--- config.mk ---
export PLATFORM = sky130hd
export DESIGN_NAME = fifo_sync_flat
export DESIGN_NICKNAME = d
export VERILOG_FILES = /design/src/rtl/fifo_sync_if.sv /design/src/rtl/fifo_sync.sv /design/src/flat_wrapper.sv
export SDC_FILE = /design/constraint.sdc
export NUM_CORES = 1
export LEC_CHECK = 0
export BUFFER_PORTS_ARGS = -buffer_cell sky130_fd_sc_hd__buf_2
export CORE_UTILIZATION = 50
export CTS_CLUSTER_DIAMETER = 80
export DETAILED_ROUTE_END_ITERATION = 10
export GPL_ROUTABILITY_DRIVEN = 1
export PLACE_DENSITY = 0.74
export SETUP_SLACK_MARGIN = 0.5
export SLEW_MARGIN = 20
export SYNTH_ARGS = -nofsm -noshare
export SYNTH_HDL_FRONTEND = slang
export SYNTH_SLANG_ARGS = --single-unit
--- constraint.sdc ---
create_clock -name clk -period 8.3 [get_ports clk]
set_input_delay 0.83 -clock clk [delete_from_list [all_inputs] [get_ports clk]]
set_output_delay 0.83 -clock clk [all_outputs]
set_load 0.05 [all_outputs]
--- src/rtl/fifo_sync_if.sv ---
// Handshake bundle for fifo_sync: producer/consumer requests, data, and status.
// The master side drives requests; the slave (the FIFO) drives data and flags.
interface fifo_sync_if #(
  parameter int ADDR_WIDTH = 3,
  parameter int DATA_WIDTH = 8
);
  logic                  clr;
  logic                  push;
  logic [DATA_WIDTH-1:0] w_data;
  logic                  w_full;
  logic                  w_almost_full;
  logic                  pop;
  logic [DATA_WIDTH-1:0] r_data;
  logic                  r_empty;
  logic                  r_almost_empty;
  logic [ADDR_WIDTH:0]   count;
  logic                  overflow;
  logic                  underflow;

  modport master (
    output clr, push, w_data, pop,
    input  w_full, w_almost_full, r_data, r_empty, r_almost_empty,
           count, overflow, underflow
  );

  modport slave (
    input  clr, push, w_data, pop,
    output w_full, w_almost_full, r_data, r_empty, r_almost_empty,
           count, overflow, underflow
  );
endinterface

--- src/rtl/fifo_sync.sv ---
// Single-clock FIFO with occupancy count, programmable almost flags, sticky
// error flags, synchronous flush and selectable registered / FWFT read port.
module fifo_sync #(
  parameter int ADDR_WIDTH = 3,
  parameter int DATA_WIDTH = 8,
  parameter int FWFT       = 0,
  parameter int AF_LEVEL   = 6,
  parameter int AE_LEVEL   = 1
) (
  input logic       clk,
  input logic       rst_n,
  fifo_sync_if.slave bus
);
  localparam int DEPTH = 1 << ADDR_WIDTH;
  localparam logic [ADDR_WIDTH:0] AF_LVL  = (ADDR_WIDTH+1)'(AF_LEVEL);
  localparam logic [ADDR_WIDTH:0] AE_LVL  = (ADDR_WIDTH+1)'(AE_LEVEL);
  localparam logic [ADDR_WIDTH:0] PTR_ONE = (ADDR_WIDTH+1)'(1);

  logic [DATA_WIDTH-1:0] mem [DEPTH];
  logic [ADDR_WIDTH:0]   w_ptr;
  logic [ADDR_WIDTH:0]   r_ptr;
  logic [ADDR_WIDTH:0]   occ;
  logic                  full;
  logic                  empty;
  logic                  w_en;
  logic                  r_en;
  logic                  ovf;
  logic                  udf;
  logic [DATA_WIDTH-1:0] rd;

  // Extra pointer MSB separates full (MSBs differ) from empty (pointers equal).
  assign occ   = w_ptr - r_ptr;
  assign empty = (w_ptr == r_ptr);
  assign full  = (w_ptr[ADDR_WIDTH] != r_ptr[ADDR_WIDTH]) &&
                 (w_ptr[ADDR_WIDTH-1:0] == r_ptr[ADDR_WIDTH-1:0]);
  assign w_en  = bus.push & ~full;
  assign r_en  = bus.pop & ~empty;

  always_ff @(posedge clk) begin
    if (!rst_n) begin
      w_ptr <= '0;
      r_ptr <= '0;
      ovf   <= 1'b0;
      udf   <= 1'b0;
    end else if (bus.clr) begin
      w_ptr <= '0;
      r_ptr <= '0;
      ovf   <= 1'b0;
      udf   <= 1'b0;
    end else begin
      if (w_en) w_ptr <= w_ptr + PTR_ONE;
      if (r_en) r_ptr <= r_ptr + PTR_ONE;
      if (bus.push && full) ovf <= 1'b1;
      if (bus.pop && empty) udf <= 1'b1;
    end
  end

  always_ff @(posedge clk) begin
    if (rst_n && !bus.clr && w_en) mem[w_ptr[ADDR_WIDTH-1:0]] <= bus.w_data;
  end

  generate
    if (FWFT != 0) begin : g_fwft
      always_comb begin
        rd = '0;
        if (!empty) rd = mem[r_ptr[ADDR_WIDTH-1:0]];
      end
    end else begin : g_reg
      // Flush leaves the last read word visible; only reset clears it.
      always_ff @(posedge clk) begin
        if (!rst_n) rd <= '0;
        else if (!bus.clr && r_en) rd <= mem[r_ptr[ADDR_WIDTH-1:0]];
      end
    end
  endgenerate

  assign bus.r_data         = rd;
  assign bus.count          = occ;
  assign bus.w_full         = full;
  assign bus.r_empty        = empty;
  assign bus.w_almost_full  = (occ >= AF_LVL);
  assign bus.r_almost_empty = (occ <= AE_LVL);
  assign bus.overflow       = ovf;
  assign bus.underflow      = udf;
endmodule

--- src/flat_wrapper.sv ---
// flat-port wrapper written by rule: the top's interface ports become plain ports
module fifo_sync_flat 
#(
  parameter int ADDR_WIDTH = 3,
  parameter int DATA_WIDTH = 8,
  parameter int FWFT       = 0,
  parameter int AF_LEVEL   = 6,
  parameter int AE_LEVEL   = 1
)
  (clk, rst_n, bus_clr, bus_push, bus_w_data, bus_pop, bus_w_full, bus_w_almost_full, bus_r_data, bus_r_empty, bus_r_almost_empty, bus_count, bus_overflow, bus_underflow);
  fifo_sync_if #(.ADDR_WIDTH(ADDR_WIDTH), .DATA_WIDTH(DATA_WIDTH)) bus_i ();
  input logic clk;
  input logic rst_n;
  input wire logic [$bits(bus_i.clr)-1:0] bus_clr;
  input wire logic [$bits(bus_i.push)-1:0] bus_push;
  input wire logic [$bits(bus_i.w_data)-1:0] bus_w_data;
  input wire logic [$bits(bus_i.pop)-1:0] bus_pop;
  output wire logic [$bits(bus_i.w_full)-1:0] bus_w_full;
  output wire logic [$bits(bus_i.w_almost_full)-1:0] bus_w_almost_full;
  output wire logic [$bits(bus_i.r_data)-1:0] bus_r_data;
  output wire logic [$bits(bus_i.r_empty)-1:0] bus_r_empty;
  output wire logic [$bits(bus_i.r_almost_empty)-1:0] bus_r_almost_empty;
  output wire logic [$bits(bus_i.count)-1:0] bus_count;
  output wire logic [$bits(bus_i.overflow)-1:0] bus_overflow;
  output wire logic [$bits(bus_i.underflow)-1:0] bus_underflow;
  assign bus_i.clr = bus_clr;
  assign bus_i.push = bus_push;
  assign bus_i.w_data = bus_w_data;
  assign bus_i.pop = bus_pop;
  assign bus_w_full = bus_i.w_full;
  assign bus_w_almost_full = bus_i.w_almost_full;
  assign bus_r_data = bus_i.r_data;
  assign bus_r_empty = bus_i.r_empty;
  assign bus_r_almost_empty = bus_i.r_almost_empty;
  assign bus_count = bus_i.count;
  assign bus_overflow = bus_i.overflow;
  assign bus_underflow = bus_i.underflow;
  fifo_sync #(.ADDR_WIDTH(ADDR_WIDTH), .DATA_WIDTH(DATA_WIDTH), .FWFT(FWFT), .AF_LEVEL(AF_LEVEL), .AE_LEVEL(AE_LEVEL)) u_core (.clk(clk), .rst_n(rst_n), .bus(bus_i));
endmodule
==> impl_summary.log <==
INFO  metric outcome = complete, no violations
INFO  metric max_slew_margin = 40.0%
INFO  metric preCtsSetupSlack = 4.77 ns
INFO  metric cts_sink_count = 82
INFO  metric timing.fmax = 285 MHz
INFO  metric multi_input_area = 968 um2
INFO  metric floorplan.die.width = 83.4 um
INFO  metric post_layout_minimum_cycle_time = 3.51 ns
INFO  metric rrSetupSlack = 4.92 ns
INFO  metric rr_startpoint = u_core.r_ptr[2]
INFO  metric critical_path_required = 7.47 ns
INFO  metric dp_hpwl = 4.17 mm
INFO  metric report.final.setup_viol = 0
INFO  metric startpoint = u_core.r_ptr[1]
INFO  metric fp.dieArea = 0.00695 mm2
INFO  metric final_max_slew_viol_count = 0
INFO  metric htree_num_levels = 3
INFO  metric antenna_cells = 0
INFO  metric fin_util = 59.1%
INFO  metric clk_transition_reported_paths = 0.08 ns
INFO  metric start_kind = flop
INFO  metric drive_above_1_share = 29.8%
INFO  metric worst_ir_drop_vdd = 0.131 mV
INFO  metric totalNegativeSetupSlack = 0 ns
INFO  metric drc_errors = 0
INFO  metric cp_cell_sequence = clkinv_1, ha_1, nor2b_1, o21ai_0, nand3_1, a211oi_1, buf_2
INFO  metric grt-ovfl-total = 0
INFO  metric worstSkewPairLatency = 0.35 ns
INFO  metric wl_per_cell = 18.5 um
INFO  metric gp_routability_congestion = 0.828
INFO  metric fin_crit_sh = 42.3%
INFO  metric finish.net_count = 266
INFO  metric cts_setup_buffers = 0
INFO  metric std_cell_rows = 29
INFO  metric buffer_ports.inserted = 30
INFO  metric number_of_antenna_violations_at_the_first_check_in_global_routing = 0
INFO  metric number_of_clock_buffers_inserted_by_tritoncts = 9
INFO  metric hold_vio_cnt_final = 0
INFO  metric clockRootBuffer = sky130_fd_sc_hd__clkbuf_8
INFO  metric setup_ws = 4.79 ns
INFO  metric ios = 31
INFO  metric initial_utilization = 51.8%
INFO  metric rsz_0062_raised_after_global_routing = no
INFO  metric power.share.sequential = 57.5%
INFO  metric global_route_wire_length_before_repair = 9.56 mm
INFO  metric fp.coreArea = 0.00639 mm2
INFO  metric synthCells = 207
INFO  metric num-fill-cells = 489
INFO  metric cap_violations = 0
INFO  metric register_area = 0.00228 mm2
INFO  metric ys_seq_area_share = 69.0%
INFO  metric max_slew.worst_pin.slew = 0.896 ns
INFO  metric grt_util_all_layers = 19.1%
INFO  metric holdPathStages = 2
INFO  metric largest_clock_skew_in_the_final_design = 0.00791 ns
INFO  metric p_int = 598 uW
INFO  metric timing.critical_path.to_type = output port
INFO  metric vias = 1861
INFO  metric power.density_cell_area = 206 mW/mm2
INFO  metric p_r_area_growth_vs_syn = 14.0%
INFO  metric via_count_of_the_first_global_routing_pass = 1857
INFO  metric yosys_register_bits = 82
INFO  metric holdCritStartpoint = u_core.bus.underflow
INFO  metric hold-path-endpoint = u_core.bus.underflow
INFO  metric clkPwrFrac = 37.1%
INFO  metric synth.cell_area = 0.00331 mm2
INFO  metric drt_first_pass_iters = 4
INFO  metric ys.warnings.count = 0
INFO  metric syn_nets = 226
INFO  metric netSwitchingFraction = 23.0%
INFO  metric cts_tree = yes
INFO  metric route.detailed.vias_per_inst = 5.66
INFO  metric switchingPower = 179 uW
INFO  metric rr_endpoint = u_core.mem[7][4]
INFO  metric critPathMaxStageDelay = 0.59 ns
INFO  metric p_leak = 1.36 nW
INFO  metric post_synth_num_cell_types = 36
INFO  metric timing.setup.critical_path_class = flop to output port
INFO  metric r2r_cells = 6
INFO  metric drt.antenna.violating_nets = 0
INFO  metric wl = 6.07 mm
INFO  metric timing.critical_path.fanout_max = 13
INFO  metric grt_max_degree = 20
INFO  metric combinational_group_share_of_total_power = 5.4%
INFO  metric clockBufferDepth = 2
INFO  metric fin_total_pwr = 777 uW
INFO  metric ctsHoldBuffers = 0
INFO  metric average_cell_area_after_synthesis = 16.0 um2
INFO  metric die_height = 83.4 um
INFO  metric post_cts_resized = 0
INFO  metric timing.critical_path.arrival = 2.68 ns
INFO  metric min-delay-path-class = flop to flop
INFO  metric dr.first_iter.drc_count = 207
INFO  metric master_of_the_slowest_instance_on_the_critical_path = sky130_fd_sc_hd__dfxtp_1
==> worst max path at each step <==
stage                                     to  slack [ns]  cells past startpoint
after global routing      bus_r_almost_empty        4.59                      7
final                     bus_r_almost_empty        4.79                      7
after global placement      u_core.mem[1][0]        4.93                      6
after detailed placement    u_core.mem[1][3]        4.77                      6
after floorplan           bus_r_almost_empty        4.56                      7
after CTS                   u_core.mem[1][4]        4.75                      6
==> flip-flops by register name, indices dropped and copies added (netlist names) <==
name and count:
u_core.w_ptr 4, u_core.r_ptr 4, u_core.bus.overflow 1, u_core.bus.underflow 1
u_core.mem 64, u_core.bus.r_data 8
==> logic make-up (layout without fill, tap and decap cells) <==
family          after synthesis  after routing  synth area share (%)
simple gates                 56             56                  7.34
fa+ha+maj                     6              6                  2.50
mux                          18             18                  11.5
xor+xnor                      7              7                  2.08
compound gates               23             23                  5.52
flops                        82             82                  69.0
buf+inv                      15             60                  2.12
==> layout by cell type, fill, tap and decap left out, drive strengths merged, types with 4 or more instances in the layout <==
cell / n
a22o: 9
buf: 36
clkbuf: 9
clkinv: 4
dfxtp: 18
edfxtp: 64
ha: 5
inv: 9
mux4: 16
nand2: 28
nand3: 4
nor2: 13
o21ai: 4
xnor2: 4
==> final cells by class <==
class / instances / share of cell area [%]
multi-input cells: 110 / 25.7
clock buffers: 9 / 3.28
inverters: 8 / 0.796
flip-flops and latches: 82 / 60.5
clock inverters: 7 / 2.02
well taps: 77 / 2.55
repair buffers: 36 / 5.17
==> power by group through the flow <==
| stage | registers (mW) | clock network (mW) | logic [mW] |
|---|---|---|---|
| finish | 0.446 | 0.289 | 0.0419 |
| global route | 0.447 | 0.313 | 0.0451 |
| CTS | 0.446 | 0.293 | 0.0420 |
| detailed placement | 0.456 | 0 | 0.0420 |
| global placement | 0.456 | 0 | 0.0414 |
| floorplan | 0.459 | 0 | 0.0240 |
==> layer usage <==
metal / up-vias / wire length (um) / global-route usage [%]
li1: 873 / - / -
met1: 910 / 2620 / 25.4
met2: 68 / 2940 / 29.6
met3: 10 / 413 / 4.37
met4: 0 / 90 / 10.0
met5: - / 0 / 0
==> worst max-delay path: cells and delay by family (launching register included) <==
family	cells	cell delay, ns
adders and majority gates	1	0.39
buffers and inverters	2	0.64
and+or+nand+nor	2	0.27
DFF	1	0.59
AOI/OAI and AO/OA	2	0.45
==> metrics by stage <==
stage | std cells | instance area (um2) | hold WS [ns]
finish | 329 | 3770 | 0.470
global route | 329 | 3770 | 0.487
CTS | 329 | 3770 | 0.472
detailed placement | 313 | 3570 | 0.452
global placement | 313 | 3570 | 0.442
floorplan | 207 | 3310 | 0.515
==> cells in the mapped netlist (all sizes together) <==
cell type   n  share of area, %
a211oi      1              0.23
a21o        1              0.23
a21oi       3              0.45
a22o        9               2.4
and2        1              0.19
buf         4              0.87
clkbuf      3              0.34
clkinv      1              0.11
dfxtp      18                11
edfxtp     64                58
fa          1              0.60
ha          5               1.9
inv         7              0.79
mux2i       2              0.60
mux4       16                11
nand2      28               3.2
nand3       4              0.60
nor2       13               1.6
nor2b       1              0.19
nor3        3              0.45
nor4        3              0.57
o2111ai     2              0.72
o211ai      2              0.45
o21a        1              0.23
o21ai       4              0.83
or2         1              0.19
or3         1              0.19
or4         1              0.23
xnor2       4               1.1
xor2        3               1.0
Power figures use the tool's default switching activity.
